==> src/rtl/pipe_hazard_ctrl_pkg.sv <==
// Shared definitions for the pipeline stall/flush controller: FSM encodings,
// register-index width and the RAW compare helper.
package pipe_hazard_ctrl_pkg;

    localparam int REG_IDX_W = 4;

    localparam logic [0:0] HZ_RUN      = 1'b0;
    localparam logic [0:0] HZ_MEM_WAIT = 1'b1;

    typedef logic [REG_IDX_W-1:0] reg_idx_t;

    typedef struct packed {
        logic freeze_pc;
        logic freeze_if_id;
        logic flush_if_id;
        logic freeze_id_ex;
        logic flush_id_ex;
        logic freeze_exe_mem;
        logic flush_mem_wb;
    } hz_ctrl_t;

    // R0 is a real register, so index 0 is compared like any other.
    function automatic logic raw_match(input logic     wb_en,
                                       input reg_idx_t dest,
                                       input reg_idx_t src1,
                                       input logic     use1,
                                       input reg_idx_t src2,
                                       input logic     use2);
        return wb_en & ((use1 & (src1 == dest)) | (use2 & (src2 == dest)));
    endfunction

endpackage

==> src/rtl/pipe_hazard_ctrl_if.sv <==
// Bundle of pipeline status inputs and stall/flush outputs of the hazard controller.
interface pipe_hazard_ctrl_if #(parameter int CNT_W = 16);
    import pipe_hazard_ctrl_pkg::*;

    reg_idx_t         id_src1;
    reg_idx_t         id_src2;
    logic             id_use_src1;
    logic             id_use_src2;
    reg_idx_t         exe_dest;
    logic             exe_wb_en;
    logic             exe_mem_read;
    reg_idx_t         mem_dest;
    logic             mem_wb_en;
    logic             fwd_en;
    logic             exe_branch;
    logic             mem_req;
    logic             mem_ready;

    logic             freeze_pc;
    logic             freeze_if_id;
    logic             flush_if_id;
    logic             freeze_id_ex;
    logic             flush_id_ex;
    logic             freeze_exe_mem;
    logic             flush_mem_wb;
    logic             mem_timeout;
    logic             mem_err;
    logic [CNT_W-1:0] stall_cycles;

    modport master (
        output id_src1, id_src2, id_use_src1, id_use_src2,
               exe_dest, exe_wb_en, exe_mem_read, mem_dest, mem_wb_en,
               fwd_en, exe_branch, mem_req, mem_ready,
        input  freeze_pc, freeze_if_id, flush_if_id, freeze_id_ex, flush_id_ex,
               freeze_exe_mem, flush_mem_wb, mem_timeout, mem_err, stall_cycles
    );

    modport slave (
        input  id_src1, id_src2, id_use_src1, id_use_src2,
               exe_dest, exe_wb_en, exe_mem_read, mem_dest, mem_wb_en,
               fwd_en, exe_branch, mem_req, mem_ready,
        output freeze_pc, freeze_if_id, flush_if_id, freeze_id_ex, flush_id_ex,
               freeze_exe_mem, flush_mem_wb, mem_timeout, mem_err, stall_cycles
    );

endinterface

==> src/rtl/pipe_hazard_ctrl_mem_wait_fsm.sv <==
// Tracks a multi-cycle SRAM access in MEM and abandons it after MEM_TIMEOUT cycles.
//  state       | meaning
//  HZ_RUN      | no access pending beyond the current cycle
//  HZ_MEM_WAIT | access outstanding, wait_cnt counts cycles already stalled
module pipe_hazard_ctrl_mem_wait_fsm
    import pipe_hazard_ctrl_pkg::*;
#(
    parameter int MEM_TIMEOUT = 64
) (
    input  logic clk,
    input  logic rst,
    input  logic mem_req_i,
    input  logic mem_ready_i,
    output logic abandon_o,
    output logic mem_timeout_o,
    output logic mem_err_o
);

    localparam int              WC_W = $clog2(MEM_TIMEOUT + 1);
    localparam logic [WC_W-1:0] LAST = WC_W'(MEM_TIMEOUT - 1);

    logic [0:0]      state_q, state_d;
    logic [WC_W-1:0] wait_cnt_q, wait_cnt_d;
    logic            mem_err_q, mem_err_d;
    logic            abandon;
    logic            timeout;

    assign abandon = (state_q == HZ_MEM_WAIT) && (wait_cnt_q == LAST);

    always_comb begin
        state_d    = state_q;
        wait_cnt_d = wait_cnt_q;
        timeout    = 1'b0;
        case (state_q)
            HZ_RUN: begin
                if (mem_req_i && !mem_ready_i) begin
                    state_d    = HZ_MEM_WAIT;
                    wait_cnt_d = WC_W'(1);
                end
            end
            HZ_MEM_WAIT: begin
                // A dropped request is treated as spurious and leaves no error behind.
                if (mem_ready_i || !mem_req_i) begin
                    state_d    = HZ_RUN;
                    wait_cnt_d = '0;
                end else if (abandon) begin
                    state_d    = HZ_RUN;
                    wait_cnt_d = '0;
                    timeout    = 1'b1;
                end else begin
                    wait_cnt_d = wait_cnt_q + WC_W'(1);
                end
            end
            default: begin
                state_d    = HZ_RUN;
                wait_cnt_d = '0;
            end
        endcase
    end

    assign mem_err_d = mem_err_q | timeout;

    always_ff @(posedge clk) begin
        if (rst) begin
            state_q    <= HZ_RUN;
            wait_cnt_q <= '0;
            mem_err_q  <= 1'b0;
        end else begin
            state_q    <= state_d;
            wait_cnt_q <= wait_cnt_d;
            mem_err_q  <= mem_err_d;
        end
    end

    assign abandon_o     = abandon;
    assign mem_timeout_o = timeout & ~rst;
    assign mem_err_o     = mem_err_q;

endmodule

==> src/rtl/pipe_hazard_ctrl.sv <==
// Stall/flush controller for the 5-stage pipeline: RAW hazard detect, branch flush,
// SRAM wait stall and a saturating stall-cycle counter.
module pipe_hazard_ctrl
    import pipe_hazard_ctrl_pkg::*;
#(
    parameter int MEM_TIMEOUT = 64,
    parameter int CNT_W       = 16
) (
    input  logic               clk,
    input  logic               rst,
    pipe_hazard_ctrl_if.slave  bus
);

    logic             raw_exe;
    logic             raw_mem;
    logic             data_hz;
    logic             abandon;
    logic             mem_stall;
    logic             mem_timeout;
    logic             mem_err;
    hz_ctrl_t         ctrl;
    logic [CNT_W-1:0] stall_cycles_q, stall_cycles_d;

    pipe_hazard_ctrl_mem_wait_fsm #(
        .MEM_TIMEOUT (MEM_TIMEOUT)
    ) u_mem_wait_fsm (
        .clk           (clk),
        .rst           (rst),
        .mem_req_i     (bus.mem_req),
        .mem_ready_i   (bus.mem_ready),
        .abandon_o     (abandon),
        .mem_timeout_o (mem_timeout),
        .mem_err_o     (mem_err)
    );

    assign raw_exe = raw_match(bus.exe_wb_en, bus.exe_dest, bus.id_src1, bus.id_use_src1,
                               bus.id_src2, bus.id_use_src2);
    assign raw_mem = raw_match(bus.mem_wb_en, bus.mem_dest, bus.id_src1, bus.id_use_src1,
                               bus.id_src2, bus.id_use_src2);

    // With forwarding only a load in EXE cannot be bypassed in time.
    assign data_hz   = bus.fwd_en ? (raw_exe & bus.exe_mem_read) : (raw_exe | raw_mem);
    assign mem_stall = bus.mem_req & ~bus.mem_ready & ~abandon;

    always_comb begin
        ctrl = '0;
        if (!rst) begin
            if (mem_stall) begin
                ctrl.freeze_pc      = 1'b1;
                ctrl.freeze_if_id   = 1'b1;
                ctrl.freeze_id_ex   = 1'b1;
                ctrl.freeze_exe_mem = 1'b1;
                ctrl.flush_mem_wb   = 1'b1;
            end else if (bus.exe_branch) begin
                ctrl.flush_if_id    = 1'b1;
                ctrl.flush_id_ex    = 1'b1;
            end else if (data_hz) begin
                ctrl.freeze_pc      = 1'b1;
                ctrl.freeze_if_id   = 1'b1;
                ctrl.flush_id_ex    = 1'b1;
            end
        end
    end

    assign stall_cycles_d = (ctrl.freeze_pc && (stall_cycles_q != '1))
                          ? stall_cycles_q + CNT_W'(1) : stall_cycles_q;

    always_ff @(posedge clk) begin
        if (rst) begin
            stall_cycles_q <= '0;
        end else begin
            stall_cycles_q <= stall_cycles_d;
        end
    end

    assign bus.freeze_pc      = ctrl.freeze_pc;
    assign bus.freeze_if_id   = ctrl.freeze_if_id;
    assign bus.flush_if_id    = ctrl.flush_if_id;
    assign bus.freeze_id_ex   = ctrl.freeze_id_ex;
    assign bus.flush_id_ex    = ctrl.flush_id_ex;
    assign bus.freeze_exe_mem = ctrl.freeze_exe_mem;
    assign bus.flush_mem_wb   = ctrl.flush_mem_wb;
    assign bus.mem_timeout    = mem_timeout;
    assign bus.mem_err        = mem_err;
    assign bus.stall_cycles   = stall_cycles_q;

endmodule

==> src/flat_wrapper.sv <==
// flat-port wrapper written by rule: the top's interface ports become plain ports
module pipe_hazard_ctrl_flat import pipe_hazard_ctrl_pkg::*;
#(
    parameter int MEM_TIMEOUT = 64,
    parameter int CNT_W       = 16
)
  (clk, rst, bus_id_src1, bus_id_src2, bus_id_use_src1, bus_id_use_src2, bus_exe_dest, bus_exe_wb_en, bus_exe_mem_read, bus_mem_dest, bus_mem_wb_en, bus_fwd_en, bus_exe_branch, bus_mem_req, bus_mem_ready, bus_freeze_pc, bus_freeze_if_id, bus_flush_if_id, bus_freeze_id_ex, bus_flush_id_ex, bus_freeze_exe_mem, bus_flush_mem_wb, bus_mem_timeout, bus_mem_err, bus_stall_cycles);
  pipe_hazard_ctrl_if #(.CNT_W(CNT_W)) bus_i ();
  input  logic clk;
  input  logic rst;
  input wire logic [$bits(bus_i.id_src1)-1:0] bus_id_src1;
  input wire logic [$bits(bus_i.id_src2)-1:0] bus_id_src2;
  input wire logic [$bits(bus_i.id_use_src1)-1:0] bus_id_use_src1;
  input wire logic [$bits(bus_i.id_use_src2)-1:0] bus_id_use_src2;
  input wire logic [$bits(bus_i.exe_dest)-1:0] bus_exe_dest;
  input wire logic [$bits(bus_i.exe_wb_en)-1:0] bus_exe_wb_en;
  input wire logic [$bits(bus_i.exe_mem_read)-1:0] bus_exe_mem_read;
  input wire logic [$bits(bus_i.mem_dest)-1:0] bus_mem_dest;
  input wire logic [$bits(bus_i.mem_wb_en)-1:0] bus_mem_wb_en;
  input wire logic [$bits(bus_i.fwd_en)-1:0] bus_fwd_en;
  input wire logic [$bits(bus_i.exe_branch)-1:0] bus_exe_branch;
  input wire logic [$bits(bus_i.mem_req)-1:0] bus_mem_req;
  input wire logic [$bits(bus_i.mem_ready)-1:0] bus_mem_ready;
  output wire logic [$bits(bus_i.freeze_pc)-1:0] bus_freeze_pc;
  output wire logic [$bits(bus_i.freeze_if_id)-1:0] bus_freeze_if_id;
  output wire logic [$bits(bus_i.flush_if_id)-1:0] bus_flush_if_id;
  output wire logic [$bits(bus_i.freeze_id_ex)-1:0] bus_freeze_id_ex;
  output wire logic [$bits(bus_i.flush_id_ex)-1:0] bus_flush_id_ex;
  output wire logic [$bits(bus_i.freeze_exe_mem)-1:0] bus_freeze_exe_mem;
  output wire logic [$bits(bus_i.flush_mem_wb)-1:0] bus_flush_mem_wb;
  output wire logic [$bits(bus_i.mem_timeout)-1:0] bus_mem_timeout;
  output wire logic [$bits(bus_i.mem_err)-1:0] bus_mem_err;
  output wire logic [$bits(bus_i.stall_cycles)-1:0] bus_stall_cycles;
  assign bus_i.id_src1 = bus_id_src1;
  assign bus_i.id_src2 = bus_id_src2;
  assign bus_i.id_use_src1 = bus_id_use_src1;
  assign bus_i.id_use_src2 = bus_id_use_src2;
  assign bus_i.exe_dest = bus_exe_dest;
  assign bus_i.exe_wb_en = bus_exe_wb_en;
  assign bus_i.exe_mem_read = bus_exe_mem_read;
  assign bus_i.mem_dest = bus_mem_dest;
  assign bus_i.mem_wb_en = bus_mem_wb_en;
  assign bus_i.fwd_en = bus_fwd_en;
  assign bus_i.exe_branch = bus_exe_branch;
  assign bus_i.mem_req = bus_mem_req;
  assign bus_i.mem_ready = bus_mem_ready;
  assign bus_freeze_pc = bus_i.freeze_pc;
  assign bus_freeze_if_id = bus_i.freeze_if_id;
  assign bus_flush_if_id = bus_i.flush_if_id;
  assign bus_freeze_id_ex = bus_i.freeze_id_ex;
  assign bus_flush_id_ex = bus_i.flush_id_ex;
  assign bus_freeze_exe_mem = bus_i.freeze_exe_mem;
  assign bus_flush_mem_wb = bus_i.flush_mem_wb;
  assign bus_mem_timeout = bus_i.mem_timeout;
  assign bus_mem_err = bus_i.mem_err;
  assign bus_stall_cycles = bus_i.stall_cycles;
  pipe_hazard_ctrl #(.MEM_TIMEOUT(MEM_TIMEOUT), .CNT_W(CNT_W)) u_core (.clk(clk), .rst(rst), .bus(bus_i));
endmodule
==> config.mk <==
export PLATFORM = sky130hd
export DESIGN_NAME = pipe_hazard_ctrl_flat
export DESIGN_NICKNAME = d
export VERILOG_FILES = /design/src/rtl/pipe_hazard_ctrl_pkg.sv /design/src/rtl/pipe_hazard_ctrl_if.sv /design/src/rtl/pipe_hazard_ctrl_mem_wait_fsm.sv /design/src/rtl/pipe_hazard_ctrl.sv /design/src/flat_wrapper.sv
export SDC_FILE = /design/constraint.sdc
export NUM_CORES = 1
export LEC_CHECK = 0
export CAP_MARGIN = 40
export CORE_MARGIN = 3
export CORE_UTILIZATION = 41
export DETAILED_ROUTE_END_ITERATION = 7
export GPL_ROUTABILITY_DRIVEN = 0
export GPL_TIMING_DRIVEN = 0
export PLACE_DENSITY = 0.76
export SYNTH_ARGS = -nofsm -noshare
export SYNTH_HDL_FRONTEND = slang
export SYNTH_SLANG_ARGS = --single-unit
==> constraint.sdc <==
create_clock -name clk -period 2.3 [get_ports clk]
set_input_delay 0.575 -clock clk [delete_from_list [all_inputs] [get_ports clk]]
set_output_delay 0.575 -clock clk [all_outputs]
set_load 0.05 [all_outputs]
# Word-level counts from Yosys, hierarchy flattened
# Cells that the tools add are included.
# word_totals
output_inout_bits	25
reg_bits	25
in_bits	27
wordCells	60
# op_classes
eq_ne	7
reduce_logical	6
add_sub_neg	2
mux	23
n_bitwise	18
# ops
cell	n
$mux W7	4
$add A16 B1 Y16 const B	1
$eq A4 B4 Y1	4
$ne A16 B16 Y1 const B	1
$pmux W7 S2	1
$mux W1	13
$and A1 B1 Y1	10
$mux W2	4
$add A7 B1 Y7 const B	1
$eq A7 B6 Y1 const B	1
$not A1 Y1	4
$or A1 B1 Y1	4
$logic_and A1 B1 Y1	3
$logic_not A1 Y1	2
$ne A2 B2 Y1 const B	1
$pmux W1 S2	1
$logic_or A1 B1 Y1	1

# Logic depth before layout (Yosys ltp)
# Gate-level depths: netlist (run 1).
# logic_depth
depth_word	11
ltp_mapped	10
ltp_nobuf	9

# Modules after synthesis
# Synthesis (run 1) repeated with hierarchy kept, for this count alone.
# unflattened
cells_unflattened	209
hier_area_um2	1781.7
# modules_own_cells
module	cells_per_inst	seq_area_each_um2	n_inst	area_each_um2
pipe_hazard_ctrl	157	320.3	1	1340.0
pipe_hazard_ctrl_mem_wait_fsm	52	180.2	1	441.7

# Least setup slack after synthesis (run 1)
# No wires, ideal clock.
# synth_timing
kind	reg-to-output
startpoint	register u_core.u_mem_wait_fsm.wait_cnt_q[0]
endpoint	output port bus_freeze_pc
required_ps	1725
t_arrival_ps	2556
path_buffers	1
path_slack_ps	-831
stages_incl_launch_ff	8
path_cell_list	dfxtp_1 -> ha_1 -> and3_1 -> nand3_1 -> nor3b_4 -> nor3_2 -> or2_1 -> buf_4
# synth_via
elab_chain_len	6
# synth_rtl
element	line_no	rtl
start, declared	pipe_hazard_ctrl_mem_wait_fsm.sv:23	logic [WC_W-1:0] wait_cnt_q, wait_cnt_d;
start signal, assigned	pipe_hazard_ctrl_mem_wait_fsm.sv:70	wait_cnt_q <= wait_cnt_d;
$eq A7 B6 Y1	pipe_hazard_ctrl_mem_wait_fsm.sv:28	assign abandon = (state_q == HZ_MEM_WAIT) && (wait_cnt_q == LAST);
$logic_and A1 B1 Y1	pipe_hazard_ctrl_mem_wait_fsm.sv:28	
$not A1 Y1	pipe_hazard_ctrl.sv:43	assign mem_stall = bus.mem_req & ~bus.mem_ready & ~abandon;
$and A1 B1 Y1	pipe_hazard_ctrl.sv:43	
$mux W2	pipe_hazard_ctrl.sv:48	if (mem_stall) begin
$mux W7	pipe_hazard_ctrl.sv:47	if (!rst) begin
end, declared	flat_wrapper.sv:24	output wire logic [$bits(bus_i.freeze_pc)-1:0] bus_freeze_pc;
# No other way between the ends.

# Final worst setup path (run 1)
# layout_timing
startpoint	input port bus_exe_dest[2]
endpoint	output port bus_freeze_pc
# layout_via
elab_chain_len	10
elab_cells_between_ends	13
classes_between	2 x eq/ne; 5 x mux; 6 x bitwise
# layout_rtl
element	line_no	rtl
start, declared	flat_wrapper.sv:15	input wire logic [$bits(bus_i.exe_dest)-1:0] bus_exe_dest;
$eq A4 B4 Y1	pipe_hazard_ctrl_pkg.sv:29	return wb_en & ((use1 & (src1 == dest)) | (use2 & (src2 == dest)));
$and A1 B1 Y1	pipe_hazard_ctrl_pkg.sv:29	
$or A1 B1 Y1 *	pipe_hazard_ctrl_pkg.sv:29	
$and A1 B1 Y1 *	pipe_hazard_ctrl_pkg.sv:29	
$or A1 B1 Y1 / $and A1 B1 Y1 (equally long branches)	pipe_hazard_ctrl.sv:42	assign data_hz = bus.fwd_en ? (raw_exe & bus.exe_mem_read) : (raw_exe | raw_mem);
$mux W1 *	pipe_hazard_ctrl.sv:42	
$mux W2 *	pipe_hazard_ctrl.sv:57	end else if (data_hz) begin
$mux W2 *	pipe_hazard_ctrl.sv:54	end else if (bus.exe_branch) begin
$mux W2 *	pipe_hazard_ctrl.sv:48	
$mux W7 *	pipe_hazard_ctrl.sv:47	
# Every way passes the cells marked *; elsewhere a longest branch is shown, timed or not.

==> results of run 1 <==
==> cells in the mapped netlist (4+ instances only) <==
| cell | n | area (µm²) |
|---|---|---|
| dfxtp_1 | 25 | 500 |
| or3_2 | 5 | 37.5 |
| a21oi_1 | 15 | 75.1 |
| xor2_1 | 11 | 96.3 |
| nand3_1 | 13 | 65.1 |
| nand4_1 | 4 | 25.0 |
| or3_1 | 6 | 37.5 |
| nor2_1 | 11 | 41.3 |
| xnor2_1 | 6 | 52.6 |
| nand2_1 | 11 | 41.3 |
| o21ai_1 | 10 | 50.1 |
| nor3_1 | 6 | 30.0 |
==> repair_timing <==
item,CTS,global route
pin swaps,30,12
buffers inserted,15,13
gates cloned,3,0
endpoints found under the hold margin,0,0
endpoints found under the setup margin,23,22
gates resized for setup,163,26
==> registers in the layout, indices dropped and copies added (netlist names) <==
signal	count
u_core.u_mem_wait_fsm.mem_err_o	1
u_core.u_mem_wait_fsm.state_q	1
u_core.u_mem_wait_fsm.wait_cnt_q	7
u_core.bus.stall_cycles	16
==> layer usage <==
layer / wire (µm) / vias up
met3: 334 / 4
met5: 0 / -
li1: - / 828
met4: 34 / 0
met2: 2340 / 75
met1: 1920 / 802
==> stage by stage <==
step / utilization [%] / cell area (µm²) / power, µW / TNS, ns / cells
finish: 74.4 / 2580 / 931 / -1.42 / 306
floorplan: - / 1580 / 551 / -0.129 / 180
global placement: 61.7 / 2140 / 631 / -14.32 / 276
detailed placement: 61.7 / 2140 / 632 / -14.84 / 276
CTS: 69.0 / 2390 / 923 / -1.14 / 294
global route: 74.4 / 2580 / 970 / -2.19 / 306
==> cells by family (layout without fill, tap and decap cells) <==
| group | count (synthesis) | in the layout | share of synthesized area [%] |
|---|---|---|---|
| buffers and inverters | 11 | 90 | 6.12 |
| AOI/OAI and AO/OA | 44 | 45 | 18.1 |
| xor gates and xnor gates | 17 | 17 | 9.71 |
| and+or+nand+nor | 79 | 79 | 30.4 |
| muxes | 2 | 2 | 1.39 |
| adders and majority gates | 2 | 2 | 1.63 |
| DFF | 25 | 25 | 32.7 |
==> path summary, 6_finish.rpt <==
check	endpoint	slack, ns	cells past startpoint
worst max-delay path	bus_freeze_pc	-0.25	8
worst min register to register	u_core.u_mem_wait_fsm.mem_err_o	0.47	1
worst min-delay path	u_core.u_mem_wait_fsm.mem_err_o	0.47	1
worst max register to register	u_core.bus.stall_cycles[1]	0.09	10
==> worst reg2reg max path, delay by kind of cell, from the launching register on <==
kind                   cells  cell delay, ns
AND/OR/NAND/NOR            6            1.16
flip-flops                 1            0.37
buffers and inverters      2            0.30
multiplexers               1            0.17
AO/OA/AOI/OAI              1            0.11
==> layout make-up <==
cell class	count	area [µm²]
timing repair buffer	75	691
buffer	8	97.6
tap	46	57.6
multi-input combinational	145	1150
sequential	25	518
clock inverter	1	7.51
fill	258	890
inverter	3	11.3
clock buffer	3	41.3
==> where the power goes <==
part	total, µW	internal, µW	switching, µW
Sequential	437	432	4.91
Combinational	216	108	107
Clock	279	123	156
Total	931	663	268
==> metrics.md, run 1 <==
| Metric | Value |
|---|---|
| Max IR drop VDD | 0.000247 V |
| Largest stage delay, worst path | 0.28 ns |
| Hold Crit Class | flip-flop to flip-flop |
| Met1 Track Usage GR | 23.7% |
| Synth Register Bits | 25 |
| Critical path class | input pin to primary output |
| Worst relative slew slack | 66.1% |
| Total routed wirelength | 4620 µm |
| GRT busiest layer | met2 |
| DR vias/cell | 5.58 |
| Period utilisation layout | 111% |
| DP Worst Slack | -1.33 ns |
| Slowest stage cell, crit path | nor4_1 |
| CTS buffer count | 3 |
| Fin. Hold Viols | 0 |
| Crit Path Max Fanout | 4 |
| Most common cell after layout, fill and taps aside | buf_4 |
| Netlist Area Pre-Place | 1530 µm² |
| CP startpoint | bus_exe_dest[2] |
| Most frequent cells in the layout | buf_4 (23), clkdlybuf4s50_1 (20), dfxtp_1 (19) |
| Iteration-0 DRC Markers | 162 |
| TritonCTS clock tree | yes |
| RR Startpoint | u_core.bus.stall_cycles[6] |
| # clock sinks | 25 |
| Ys flop type | dfxtp_1 |
| Pre-antenna DRT Iters | 4 |
| Yosys Warn Count | 0 |
| Unrepaired setup endpoints after global routing | yes |
| PortBufs | 50 |
| Later-pin clock latency in the skew report | 0.28 ns |
| Ys async rst share | 0% |
| Vias in the first global route | 1560 |
| Leak Pwr | 0.000965 µW |
| Post-Syn Nets | 209 |
| GR Overflow Total | 0 |
| Vias | 1709 |
| Worst setup EP type | primary output |
| Min cycle time layout | 2.55 ns |
| Worst-Margin Slew | 0.508 ns |
| Hold Slack | 0.471 ns |
| DRC viols | 0 |
| Antenna fix cells | 0 |
| CTS max path bufs | 2 |
| Pin count of the biggest net entering global routing | 16 |
| CP Launch Type | input pin |
| Max-cap viol count | 0 |
| Die area | 4510 µm² |
| I/O Pins | 52 |
| H-tree depth | 1 |
| EDFF count, synth | 0 |
| # nets final | 290 |
| Hold buffer count at cts | 0 |
| Post-synthesis sequential area ratio | 32.7% |
| Power Density | 361 nW/µm² |
| Final WS setup | -0.247 ns |
| Status | finished, violations left |
| Syn Inst Count | 180 |
| Post-synthesis cell type count | 51 |
| Die W | 67.1 µm |
| Worst path cell trace | buf_6, xor2_1, nor4_1, a31oi_1, a311oi_2, or2_4, buf_8, buf_8 |
| Area Overhead vs Synth | 68.2% |
| Max Clock Skew | 0.0127 ns |
| Slew Limit Fails | 0 |
| Starting Density | 44.2% |
| Core area | 3470 µm² |
| DP HPWL | 2870 µm |
| Syn Area/Cell | 8.52 µm² |
| Final Setup Violations | 8 |
| Critical Path AT | 1.97 ns |
| ANT nets after route | 0 |
| # rows | 21 |
| Failing checks | negative setup slack |
| Layout cell share with drive strength beyond 1 | 43.1% |
| Clk root buf | clkbuf_8 |
| Most frequent cell on the critical path | buf_8 |
| CP delay by family, top | simple AND/OR/NAND/NOR gates |
| Origin of the worst min-delay path | u_core.u_mem_wait_fsm.mem_err_o |
| Worst path bufs/invs | 3 |
| Initial antenna violation count | 0 |
| Global-route met2 utilization | 35.0% |
| Routed len/inst | 15.1 µm |
| First-pass GRT wire length | 7010 µm |
| Met3 Track Usage GR | 5.49% |
| Achievable Freq | 0.393 GHz |
| Overall Global Routing Usage | 19.8% |
| Clk pin slew, worst setup/hold paths | 0.09 ns |
| Critical Path RT | 1.73 ns |
| Die height | 67.1 µm |
Note: power is estimated with default switching activity, not from simulation.
==> inputs of run 2 (changes only) <==
--- a/config.mk
+++ b/config.mk
@@ -6,7 +6,7 @@
 export NUM_CORES = 1
 export LEC_CHECK = 0
 export CAP_MARGIN = 40
-export CORE_MARGIN = 3
+export CORE_MARGIN = 10
 export CORE_UTILIZATION = 41
 export DETAILED_ROUTE_END_ITERATION = 7
 export GPL_ROUTABILITY_DRIVEN = 0
==> run 2 against run 1 <==
Effect of this change:
- the flow still finishes with violations (negative setup slack)
- via count down 0.99%
- largest cell class unchanged
- core utilization down 0.45 points
- flip-flop and latch count unchanged
- count of clock-buffer cells in the layout unchanged
- setup slack worse by 0.014 ns
- cell count up 0.33%
==> metrics.md, run 2 (synthesized netlist as in run 1, its figures left out) <==
| Metric | Value |
|---|---|
| Pin count of the biggest net entering global routing | 15 (-1) |
| Worst path bufs/invs | 3 (unchanged) |
| Die area | 6580 µm² (+46%) |
| Worst relative slew slack | 54.7% (-11 points) |
| ANT nets after route | 0 (unchanged) |
| PortBufs | 50 (unchanged) |
| Area Overhead vs Synth | 75.2% |
| CTS max path bufs | 2 (unchanged) |
| I/O Pins | 52 (unchanged) |
| Number of flip-flops in the largest register | 16 (unchanged) |
| Max Clock Skew | 0.00192 ns (-0.0107 ns) |
| Origin of the worst min-delay path | u_core.u_mem_wait_fsm.mem_err_o |
| Most common cell after layout, fill and taps aside | dfxtp_1 |
| # clock sinks | 25 (unchanged) |
| Power Density | 348 nW/µm² (-3.5%) |
| Vias in the first global route | 1613 (+3.4%) |
| Iteration-0 DRC Markers | 83 (-49%) |
| Hold Slack | 0.479 ns (+0.00821 ns) |
| R2r endpoint | u_core.bus.stall_cycles[1] |
| DRC viols | 0 (unchanged) |
| Worst setup EP type | primary output |
| Achievable Freq | 0.390 GHz (-0.55%) |
| Worst Hold Path EP | u_core.u_mem_wait_fsm.mem_err_o |
| CTS buffer count | 3 (unchanged) |
| Routed len/inst | 17.3 µm (+14%) |
| CP delay by family, top | simple AND/OR/NAND/NOR gates |
| DP Worst Slack | -1.29 ns (+0.0304 ns) |
| # rows | 22 (+4.8%) |
| FF-to-FF setup slack | -0.02 ns (-0.11 ns) |
| DP HPWL | 3210 µm (+12%) |
| Leak Pwr | 0.000986 µW (+2.2%) |
| Core area | 3630 µm² (+4.8%) |
| Overall Global Routing Usage | 12.9% (-6.8 points) |
| Period utilisation layout | 111% (+0.61 points) |
| Worst-Margin Slew | 0.679 ns (+0.171 ns) |
| TritonCTS clock tree | yes |
| Fillers | 264 (+2.3%) |
| Most frequent cells in the layout | dfxtp_1 (19), clkdlybuf4s50_1 (18), buf_4 (18) |
| Crit Path Max Fanout | 3 (-1) |
| CP startpoint | bus_exe_dest[3] |
| Hold Crit Class | flip-flop to flip-flop |
| Failing checks | negative setup slack |
| Pwr Total | 935 µW (+0.45%) |
| Layout cell share with drive strength beyond 1 | 47.9% (+4.8 points) |
| Max IR drop VDD | 0.000207 V (-16%) |
| First-pass GRT wire length | 7040 µm (+0.49%) |
| Pre-antenna DRT Iters | 6 (+2) |
| H-tree depth | 1 (unchanged) |
| Antenna fix cells | 0 (unchanged) |
| Vias | 1692 (-0.99%) |
| Min cycle time layout | 2.56 ns (+0.0141 ns) |
| Post-DP Area | 2140 µm² (+0.12%) |
| DR vias/cell | 5.51 (-1.3%) |
| Hold buffer count at cts | 0 (unchanged) |
| Max-cap viol count | 0 (unchanged) |
| Clk root buf | clkbuf_8 |
| Status | finished, violations left |
| Design area | 2690 µm² (+4.1%) |
| CP Launch Type | input pin |
| Final Setup Violations | 13 (+5) |
| Fin. Hold Viols | 0 (unchanged) |
| Later-pin clock latency in the skew report | 0.27 ns (about the same) |
| FF-to-FF path depth | 12 (+2) |
| Worst path cell trace | buf_8, xor2_2, nor4_2, a31oi_2, a311oi_2, or2_4, buf_8, buf_8 |
| Critical Path RT | 1.73 ns (about the same) |
| GR Overflow Total | 0 (unchanged) |
| Slew Limit Fails | 0 (unchanged) |
| Die W | 81.1 µm (+21%) |
| Total routed wirelength | 5300 µm (+15%) |
| Critical Path AT | 1.99 ns (+0.02 ns) |
| Slowest stage cell, crit path | nor4_2 |
| Most frequent cell on the critical path | buf_8 |
| Clk pin slew, worst setup/hold paths | 0.09 ns (about the same) |
| Final WS setup | -0.261 ns (-0.0141 ns) |
| RR Startpoint | u_core.u_mem_wait_fsm.wait_cnt_q[1] |
| Largest stage delay, worst path | 0.32 ns (+0.04 ns) |
| Initial antenna violation count | 0 (unchanged) |
| Critical path class | input pin to primary output |
| Unrepaired setup endpoints after global routing | yes |
| Die height | 81.1 µm (+21%) |
| Starting Density | 42.2% (-2.0 points) |
| # nets final | 289 (-0.34%) |
| Hold path depth | 1 (unchanged) |
-- run 2: worst max-delay path by stage --
| stage | slack, ns | cells past startpoint | end |
|---|---|---|---|
| after floorplan | -0.13 | 7 | bus_freeze_pc |
| after global placement | -1.30 | 8 | bus_freeze_pc |
| after detailed placement | -1.29 | 8 | bus_freeze_pc |
| after CTS | -0.23 | 9 | bus_freeze_pc |
| after global routing | -0.37 | 8 | bus_freeze_pc |
| final | -0.26 | 8 | bus_freeze_pc |
-- run 2: through the flow --
step | TNS [ns] | utilization (%) | cells
after floorplan | -0.129 | - | 180
after global placement | -14.56 | 58.9 | 278
after detailed placement | -14.72 | 58.9 | 278
after CTS | -0.943 | 63.2 | 292
after global routing | -2.82 | 73.9 | 307
final | -1.27 | 73.9 | 307
-- run 2: cell type report --
cell class	instances	area, µm²	share of cell area, %
tap	48	60.1	2.24
inverter	3	11.3	0.419
clock inverter	1	5.00	0.186
sequential	25	515	19.2
multi-input combinational	145	1230	45.9
clock buffer	3	41.3	1.54
buffer	8	97.6	3.63
timing repair buffer	74	723	26.9
-- run 2: what timing repair did --
| action | 4_1_cts | 5_1_grt |
|---|---|---|
| gates cloned | 0 | 3 |
| pin swaps | 21 | 25 |
| gates resized for setup | 154 | 63 |
| setup endpoints to repair | 23 | 21 |
| setup buffers | 10 | 12 |
-- run 2: power by group --
part | leakage [µW] | switching (µW) | internal, µW
Sequential | 0.000206 | 5.07 | 433
Combinational | 0.000755 | 117 | 118
Clock | 0.0000255 | 141 | 121
Total | 0.000986 | 263 | 672
-- run 2: per-layer routing --
layer	wire (µm)	share of wire, %	global-route usage (%)
met5	0	0	0
met4	47	0.89	3.11
met3	511	9.6	6.62
met2	2690	51	21.7
met1	2050	39	14.3
